--- src/rtl/dma_port_arbiter.sv ---
// rtl/dma_port_arbiter.sv - round-robin sequencer sharing one DMA memory port between requesters
module dma_port_arbiter #(
    parameter int N_REQ       = 3,
    parameter int ADDR_W      = 16,
    parameter int DATA_W      = 16,
    parameter int TIMEOUT_CYC = 255
) (
    input  logic                clk,
    input  logic                RST,
    input  logic [N_REQ-1:0]    req,
    input  logic [N_REQ-1:0]    req_we,
    input  logic [N_REQ*ADDR_W-1:0] req_addr,
    input  logic [N_REQ*DATA_W-1:0] req_wdata,
    output logic [N_REQ-1:0]    grant,
    output logic [N_REQ-1:0]    ack,
    output logic                err,
    output logic [DATA_W-1:0]   rdata,
    output logic                busy,
    output logic [ADDR_W-1:0]   dma_address,
    output logic [DATA_W-1:0]   dma_data,
    output logic                dma_read,
    output logic                dma_write,
    input  logic [DATA_W-1:0]   dma_dataout,
    input  logic                dma_done_read,
    input  logic                dma_done_write
);
    localparam int PTR_W  = (N_REQ > 1) ? $clog2(N_REQ) : 1;
    localparam int IDX_W  = PTR_W + 1;
    localparam int TCNT_W = $clog2(TIMEOUT_CYC);

    localparam logic [1:0] S_IDLE  = 2'd0;
    localparam logic [1:0] S_ISSUE = 2'd1;
    localparam logic [1:0] S_ACK   = 2'd2;

    localparam logic [TCNT_W-1:0] TCNT_LAST = TCNT_W'(TIMEOUT_CYC - 1);
    localparam logic [PTR_W-1:0]  PTR_MAX   = PTR_W'(N_REQ - 1);

    logic [1:0]        state;
    logic [PTR_W-1:0]  ptr;
    logic [PTR_W-1:0]  owner;
    logic [TCNT_W-1:0] tcnt;
    logic [PTR_W-1:0]  pick;
    logic              pick_valid;
    logic              op_done;

    // Round-robin selection: scan ptr, ptr+1, ... and keep the nearest set request
    always_comb begin
        logic [IDX_W-1:0] idx;
        idx        = '0;
        pick       = '0;
        pick_valid = 1'b0;
        for (int i = N_REQ - 1; i >= 0; i--) begin
            idx = {1'b0, ptr} + IDX_W'(i);
            if (idx >= IDX_W'(N_REQ)) begin
                idx = idx - IDX_W'(N_REQ);
            end
            if (req[idx[PTR_W-1:0]]) begin
                pick       = idx[PTR_W-1:0];
                pick_valid = 1'b1;
            end
        end
    end

    // Completion is ignored in the first ISSUE cycle so a done left over from the last op cannot end this one
    always_comb begin
        op_done = (tcnt != '0) &&
                  ((dma_read && dma_done_read) || (dma_write && dma_done_write));
    end

    // Sequencer: IDLE latches one request, ISSUE holds the strobe until done or timeout, ACK pulses for one cycle
    always_ff @(posedge clk) begin
        if (!RST) begin
            state       <= S_IDLE;
            ptr         <= '0;
            owner       <= '0;
            tcnt        <= '0;
            grant       <= '0;
            ack         <= '0;
            err         <= 1'b0;
            rdata       <= '0;
            busy        <= 1'b0;
            dma_address <= '0;
            dma_data    <= '0;
            dma_read    <= 1'b0;
            dma_write   <= 1'b0;
        end else begin
            case (state)
                S_IDLE: begin
                    if (pick_valid) begin
                        owner       <= pick;
                        grant       <= N_REQ'(1) << pick;
                        dma_address <= req_addr[pick*ADDR_W +: ADDR_W];
                        dma_data    <= req_wdata[pick*DATA_W +: DATA_W];
                        dma_write   <= req_we[pick];
                        dma_read    <= ~req_we[pick];
                        tcnt        <= '0;
                        busy        <= 1'b1;
                        state       <= S_ISSUE;
                    end
                end
                S_ISSUE: begin
                    tcnt <= tcnt + TCNT_W'(1);
                    if (op_done) begin
                        rdata     <= dma_read ? dma_dataout : '0;
                        err       <= 1'b0;
                        ack       <= grant;
                        dma_read  <= 1'b0;
                        dma_write <= 1'b0;
                        state     <= S_ACK;
                    end else if (tcnt == TCNT_LAST) begin
                        rdata     <= '0;
                        err       <= 1'b1;
                        ack       <= grant;
                        dma_read  <= 1'b0;
                        dma_write <= 1'b0;
                        state     <= S_ACK;
                    end
                end
                S_ACK: begin
                    ack   <= '0;
                    grant <= '0;
                    err   <= 1'b0;
                    rdata <= '0;
                    busy  <= 1'b0;
                    ptr   <= (owner == PTR_MAX) ? '0 : owner + PTR_W'(1);
                    state <= S_IDLE;
                end
                default: begin
                    state <= S_IDLE;
                end
            endcase
        end
    end
endmodule

--- config.mk ---
export PLATFORM = sky130hd
export DESIGN_NAME = dma_port_arbiter
export DESIGN_NICKNAME = d
export VERILOG_FILES = /design/src/rtl/dma_port_arbiter.sv
export SDC_FILE = /design/constraint.sdc
export NUM_CORES = 1
export LEC_CHECK = 0
export BUFFER_PORTS_ARGS = -buffer_cell sky130_fd_sc_hd__buf_4
export CORE_MARGIN = 3
export CORE_UTILIZATION = 42
export CTS_CLUSTER_SIZE = 16
export DETAILED_ROUTE_END_ITERATION = 6
export PLACE_DENSITY = 0.82
export SLEW_MARGIN = 0
export SYNTH_ARGS = -nofsm -noshare
export SYNTH_HDL_FRONTEND = slang
export SYNTH_SLANG_ARGS = --single-unit
--- constraint.sdc ---
create_clock -name clk -period 2.05 [get_ports clk]
set_clock_uncertainty 0.1 [all_clocks]
set_input_delay 0 -clock clk [delete_from_list [all_inputs] [get_ports clk]]
set_output_delay 0 -clock clk [all_outputs]
set_load 0.005 [all_outputs]
==> metrics, run 1 <==
flop and latch count out of synthesis=72; sequential power share=36.6%; Worst Tran Pin Value=0.834 ns; Pint=2.88 mW; fin crit period=2.59 ns; total grt overflow=0; initial DRC count=733; Placer Congestion=0.839; hold_ws=0.0371 ns; sequential-to-total area share from yosys stat=39.6%; share of async-settable or async-resettable flops after synthesis=0%; Synth area leader=dfxtp_1; Starting Density=43.9%; IO Pins=180; largest net degree at the start of global routing=42; mapped cell area=3640 µm²; initial antenna violation count=3; TritonRoute pass-1 iters=7; register area=1450 µm²; DP Worst Slack=-0.154 ns; clock power share=31.4%; Die Span Y=99.1 µm; later-pin clock latency in the skew report=0.37 ns; Post-Syn Area per Cell=8.99 µm²; final setup vio count=49; Post-synth EDFFs=0; Synth area leaders=dfxtp_1 (40%), a32oi_1 (7.9%), mux2i_1 (5.5%); Rows=33; root cell of the clock tree=clkbuf_8; layout cells sized above 1=47.6%; failing checks=negative setup slack; CTS sink cnt=72; Synth top area share=39.6%; Vias per Instance=6.83; gr usage total=38.0%; WL/cell=29.2 µm; CTS H-Tree Depth=3; Synth warnings=0; total CTS buffers=9; Synth Net Count=533; Comb power frac=32.0%; WL final=24.2 mm; Static Leak=3.13 nW; maxcap violations=0; Crit Path Max Fanout=7; die area=9820 µm²; GR Util met3=9.89%; Hold WC Path Type=in -> reg; final worst-path cycle share=126%; residual DRC count=0; fin worst setup slack=-0.539 ns; NumNets Final=845; crit path DAT=2.70 ns; Core ar.=8300 µm²; met1 usage=41.4%; post-synth cell types=53; ys flop type=dfxtp_1; kind of critical path=reg -> reg; hpwl dp=8.99 mm; Hold Crit Start=req_we[2]; CTS Buffer Depth=2; sw frac=33.4%; f_max=386 MHz; M2 GR Usage=65.4%; Final ANT Viol Nets=0; max_slew headroom=44.1%; depth of the most critical reg-to-reg path=9; count of pins over their slew limit=0; Hold Crit Depth=3; Final Hold Vio Count=0; hold endpoint=dma_write; Net Switching=1.45 mW; Most Crowded Layer GR=met2; global-route wire length before repair=29.0 mm; Reg2Reg Setup Slack=-0.54 ns; PortBufs=179; cells after synthesis=405; status=finished, violations left; worst r2r dst=dma_address[11]; total number of vias=5663; Setup crit start=ptr[1]; startpoint types=register; Area Overhead vs Synth=101%; CTS tree=yes; fillers=309; total design power=4.33 mW; Critical Path RT=2.17 ns; count leader, synth=dfxtp_1; clock-pin slew on the worst setup and hold paths=0.10 ns; top cells by count, synth=dfxtp_1 (72), nor2_1 (42), a32oi_1 (33); Worst VDD drop=524 µV; RR Startpoint=ptr[1]; Die W=99.1 µm; vias in the first global route=5194; crit end category=register; footprint of the multi-input gates=2600 µm²; Power Density=591 nW/µm²; unrepaired setup endpoints after global routing=true
[routing by layer]
layer	wire, µm	vias to the layer above
met3	3570	260
met4	2690	4
met5	23	-
met1	7480	2556
met2	10400	671
li1	-	2172
[logic make-up after synthesis]
family          share of synthesized area, %
flops                                   39.6
mux                                     5.81
fa+ha+maj                               2.06
buf+inv                                 6.12
compound gates                          28.5
xor+xnor                               0.241
simple gates                            17.7
[cell type report]
cell class              count  share of cell area [%]
diodes                      2                  0.0683
repair buffers            334                    39.5
inverters                   8                   0.410
well taps                 105                    1.79
clock buffers               9                    1.69
clock inverters             7                    1.28
multi-input cells         292                    35.5
flip-flops and latches     72                    19.7
[cell usage in the layout (no fill, tap or decap), drive strengths merged, types with 2 or more instances in the layout]
cell type / instances
buf: 235
dlygate4sd3: 98
dfxtp: 72
nor2: 42
a32oi: 33
nand3: 32
o21ai: 25
mux2i: 20
and2: 17
a221oi: 17
o31ai: 17
nand2: 15
a21oi: 14
clkbuf: 10
inv: 8
nand2b: 8
nor3: 6
ha: 6
and3: 4
a31oi: 4
a22oi: 4
clkinv: 3
o22ai: 3
diode: 2
nor2b: 2
nand3b: 2
o211ai: 2
bufinv: 2
clkinvlp: 2
o21a: 2
a31o: 2
[power groups by stage]
stage | clock network [mW] | logic [mW] | registers (mW)
3_3_place_gp | 0 | 0.808 | 1.58
3_5_place_dp | 0 | 0.830 | 1.58
2_1_floorplan | 0 | 0.369 | 1.58
4_1_cts | 1.25 | 1.03 | 1.55
6_report | 1.36 | 1.39 | 1.58
5_1_grt | 1.36 | 1.41 | 1.59
[flip-flops by register name (all words and copies together), names as in the netlist]
register,cells
ack,3
grant,3
busy,1
tcnt,8
dma_data,16
rdata,16
dma_read,1
ptr,2
owner,2
dma_write,1
dma_address,16
err,1
state,2
[metrics by stage]
stage	TNS (ns)	utilization (%)	cells	instance area [µm²]
3_3_place_gp	-0.419	65.1	695	5400
6_report	-12.64	88.3	829	7330
2_1_floorplan	0	-	405	3780
5_1_grt	-14.81	88.3	828	7330
3_5_place_dp	-3.04	65.1	695	5400
4_1_cts	-2.51	81.4	815	6750
[how the worst max path moves through the flow]
stage / endpoint / slack [ns] / depth (start not counted)
final: dma_address[11] / -0.54 / 9
after floorplan: dma_address[0] / 0.01 / 9
after global routing: dma_address[9] / -0.58 / 9
after global placement: dma_read / -0.07 / 8
after detailed placement: tcnt[4] / -0.15 / 7
after CTS: dma_read / -0.10 / 8
[what timing repair did]
item | in CTS | in global routing
endpoints found under the hold margin | 50 | 0
endpoints found under the setup margin | 43 | 69
pin swaps | 9 | 24
hold buffers | 98 | 0
cloned | 2 | 5
resized for setup | 12 | 95
setup buffers | 4 | 9
[worst max-delay path, stage by stage (launching register included)]
cell and delay (ns):
dfxtp_2 0.34, buf_6 0.12, ha_4 0.31, nand3b_1 0.15, a221oi_2 0.39, a22oi_4 0.16, buf_12 0.19, buf_12 0.13
mux2i_1 0.12, o21ai_1 0.41
(Power assumes the default switching activity.)
==> inputs of run 2 (changes only) <==
Settings changed: BUFFER_PORTS_ARGS -buffer_cell sky130_fd_sc_hd__buf_4 to unset, CORE_UTILIZATION 42 to 45, DONT_BUFFER_PORTS set to 1, PLACE_DENSITY 0.82 to 0.67, SKIP_CTS_REPAIR_TIMING set to 1.
==> run 2 against run 1 <==
Synthesized cell count unchanged. The flow now stops in 5_1_grt. Area after synthesis unchanged.
==> metrics, run 2 <==
Die Span Y=96.0 µm (-3.2%); PortBufs=0 (-100%); CTS sink cnt=72 (unchanged); Synth Area in Simple Gates=17.7% (unchanged); CTS H-Tree Depth=3 (unchanged); Synth Area in Adders=2.06% (unchanged); Starting Density=46.6% (+2.8 points); Synth Net Count=533 (unchanged); ys flop type=dfxtp_1; largest net degree at the start of global routing=43; xor-xnor portion of the synthesized cell area=0.241% (unchanged); IO Pins=180 (unchanged); total CTS buffers=9 (unchanged); top cells by count, synth=dfxtp_1 (72), nor2_1 (42), a32oi_1 (33); CTS Buffer Depth=2 (unchanged); count leader, synth=dfxtp_1; mapped cell area=3640 µm² (unchanged); Post-synth EDFFs=0 (unchanged); root cell of the clock tree=clkbuf_8; flop and latch count out of synthesis=72 (unchanged); sequential-to-total area share from yosys stat=39.6% (unchanged); share of async-settable or async-resettable flops after synthesis=0% (unchanged); largest family of logic cells by synthesized area=compound AO/OA/AOI/OAI gates; Synth area leaders=dfxtp_1 (40%), a32oi_1 (7.9%), mux2i_1 (5.5%); WEP type=register input; Synth top area share=39.6% (unchanged); Post-Syn Area per Cell=8.99 µm² (unchanged); post-synth cell types=53 (unchanged); Rows=32 (-3.0%); Synth area leader=dfxtp_1; Synth warnings=0 (unchanged); failing step=5_1_grt; worst_ep grt=dma_address[6]$_SDFFE_PN0P_/D; cells after synthesis=405 (unchanged); hpwl dp=7.31 mm (-19%); placed cell count=509 (-27%); DP Worst Slack=-0.132 ns (+0.0219 ns); mux share of post-synthesis cell area=5.81% (unchanged); Placer Congestion=0.869 (+3.5%); status=aborted with a tool error; Log Error=[ERROR RSZ-0060] Max buffer count reached.; Die W=96.0 µm (-3.2%); Synth Area in Compound Gates=28.5% (unchanged)
==> run 2: cell counts after synthesis <==
Identical to the previous run, type by type.
==> run 2: through the flow <==
| stage | setup TNS, ns | cell area, µm² |
|---|---|---|
| after floorplan | 0 | 3780 |
| after detailed placement | -3.85 | 4010 |
| after global placement | -1.71 | 4010 |
| after CTS | -4.38 | 4260 |
==> run 2: cell families after synthesis <==
logic type	after synthesis
simple gates	131
xor+xnor	1
fa+ha+maj	6
mux	21
buf+inv	43
flops	72
compound gates	131
==> inputs of run 3 (changes only) <==
Settings changed: CORE_UTILIZATION 45 to 30, CTS_CLUSTER_SIZE 16 to unset, PLACE_DENSITY 0.67 to unset, PLACE_DENSITY_LB_ADDON set to 0.15.
Clock period 2.05 ns to 2.7 ns, I/O delays scaled along.
==> run 3 against run 2 <==
The flow now finishes, with violations (negative hold slack).
==> metrics, run 3 (synthesized netlist as in run 1, its figures left out) <==
crit end category=register; IO Pins=180 (unchanged); most frequent cells in the layout=dlygate4sd3_1 (103), dfxtp_1 (72), nor2_1 (42); ant diodes=0; biggest regs=dma_address: 16 flops, dma_data: 16 flops, rdata: 16 flops; Final Non-Filler Cells=643; maxcap violations=0; clock-pin slew on the worst setup and hold paths=0.06 ns; fin crit period=2.46 ns; Placer Congestion=0.820 (-5.7%); root cell of the clock tree=clkbuf_16; Die Span Y=116 µm (+21%); initial antenna violation count=0; status=finished, violations left; total grt overflow=0; Vias per Instance=5.63; crit path DAT=2.57 ns; Rows=39 (+22%); hpwl dp=7.81 mm (+6.8%); final instance area=5110 µm²; vias in the first global route=3003; Die W=116 µm (+21%); placed instance area=3740 µm² (-6.9%); CTS tree=yes; Critical Path RT=2.82 ns; CTS H-Tree Depth=3 (unchanged); f_max=407 MHz; PortBufs=0 (unchanged); count of pins over their slew limit=0; Hold WC Path Type=in -> reg; initial DRC count=228; Worst VDD drop=317 µV; Final ANT Viol Nets=0; Worst Tran Pin Value=1.06 ns; Crit Path Max Fanout=22; CTS Buffer Depth=2 (unchanged); total design power=2.92 mW; Core ar.=11700 µm²; Area Overhead vs Synth=40.4%; later-pin clock latency in the skew report=0.34 ns; largest net degree at the start of global routing=43; total number of vias=3622; commonest non-fill, non-tap cell in the layout=dlygate4sd3_1; Static Leak=1.90 nW; layout cells sized above 1=9.20%; hold_ws=-0.0237 ns; total CTS buffers=9 (unchanged); residual DRC count=0; startpoint types=register; final setup vio count=0; global-route wire length before repair=16.3 mm; CTS sink cnt=72 (unchanged); NumNets Final=624; die area=13500 µm²; unrepaired setup endpoints after global routing=false; placed cell count=524 (+2.9%); gr usage total=15.9%; kind of critical path=reg -> reg; TritonRoute pass-1 iters=4; final setup TNS=0 ns; max_slew headroom=29.1%; Power Density=570 nW/µm²; Final Hold Vio Count=8; WL final=12.4 mm; WL/cell=19.3 µm; failing checks=negative hold slack; final worst-path cycle share=91.0%; Starting Density=31.2% (-15 points)
run 3: stage by stage:
stage | util (%) | worst slack [ns]
2_1_floorplan | - | 0.531
3_3_place_gp | 32.1 | 0.150
3_5_place_dp | 32.1 | 0.0896
4_1_cts | 34.7 | 0.0783
5_1_grt | 43.8 | 0.0348
6_report | 43.8 | 0.242
run 3: worst max-delay path, stage by stage, from the launching register on:
cell,delay (ns)
dfxtp_1,0.36
inv_1,0.07
ha_1,0.47
a22oi_1,0.12
o22ai_1,0.36
a22oi_4,0.19
buf_12,0.20
a221oi_1,0.36
o31ai_1,0.13
run 3: metal layers:
metal | track usage [%] | vias to the layer above | wire (µm)
met4 | 5.72 | 0 | 281
met1 | 19.9 | 1688 | 5020
met3 | 6.63 | 25 | 1190
met5 | 0 | - | 0
li1 | - | 1713 | -
met2 | 24.7 | 196 | 5890
run 3: final cells by class:
| cell class | instances | area, µm² |
|---|---|---|
| clock buffer | 13 | 270 |
| sequential | 72 | 1440 |
| timing repair buffer | 115 | 1160 |
| clock inverter | 2 | 37.5 |
| inverter | 8 | 30.0 |
| multi-input combinational | 290 | 2000 |
| fill | 1110 | 6550 |
| tap | 143 | 179 |
run 3: path summary, 6_finish.rpt:
kind              from           to  slack, ns  depth (start not counted)
min reg2reg   owner[0]     owner[0]       0.37                          2
max             ptr[0]  dma_data[0]       0.24                          8
min          req_we[1]    dma_write      -0.02                          3
max reg2reg     ptr[0]  dma_data[0]       0.24                          8
run 3: report_power, final:
part / internal (mW) / switching (mW) / leakage, nW / total, mW
registers: 1.14 / 0.0697 / 0.589 / 1.20
clock network: 0.787 / 0.457 / 0.148 / 1.24
logic: 0.236 / 0.230 / 1.16 / 0.466
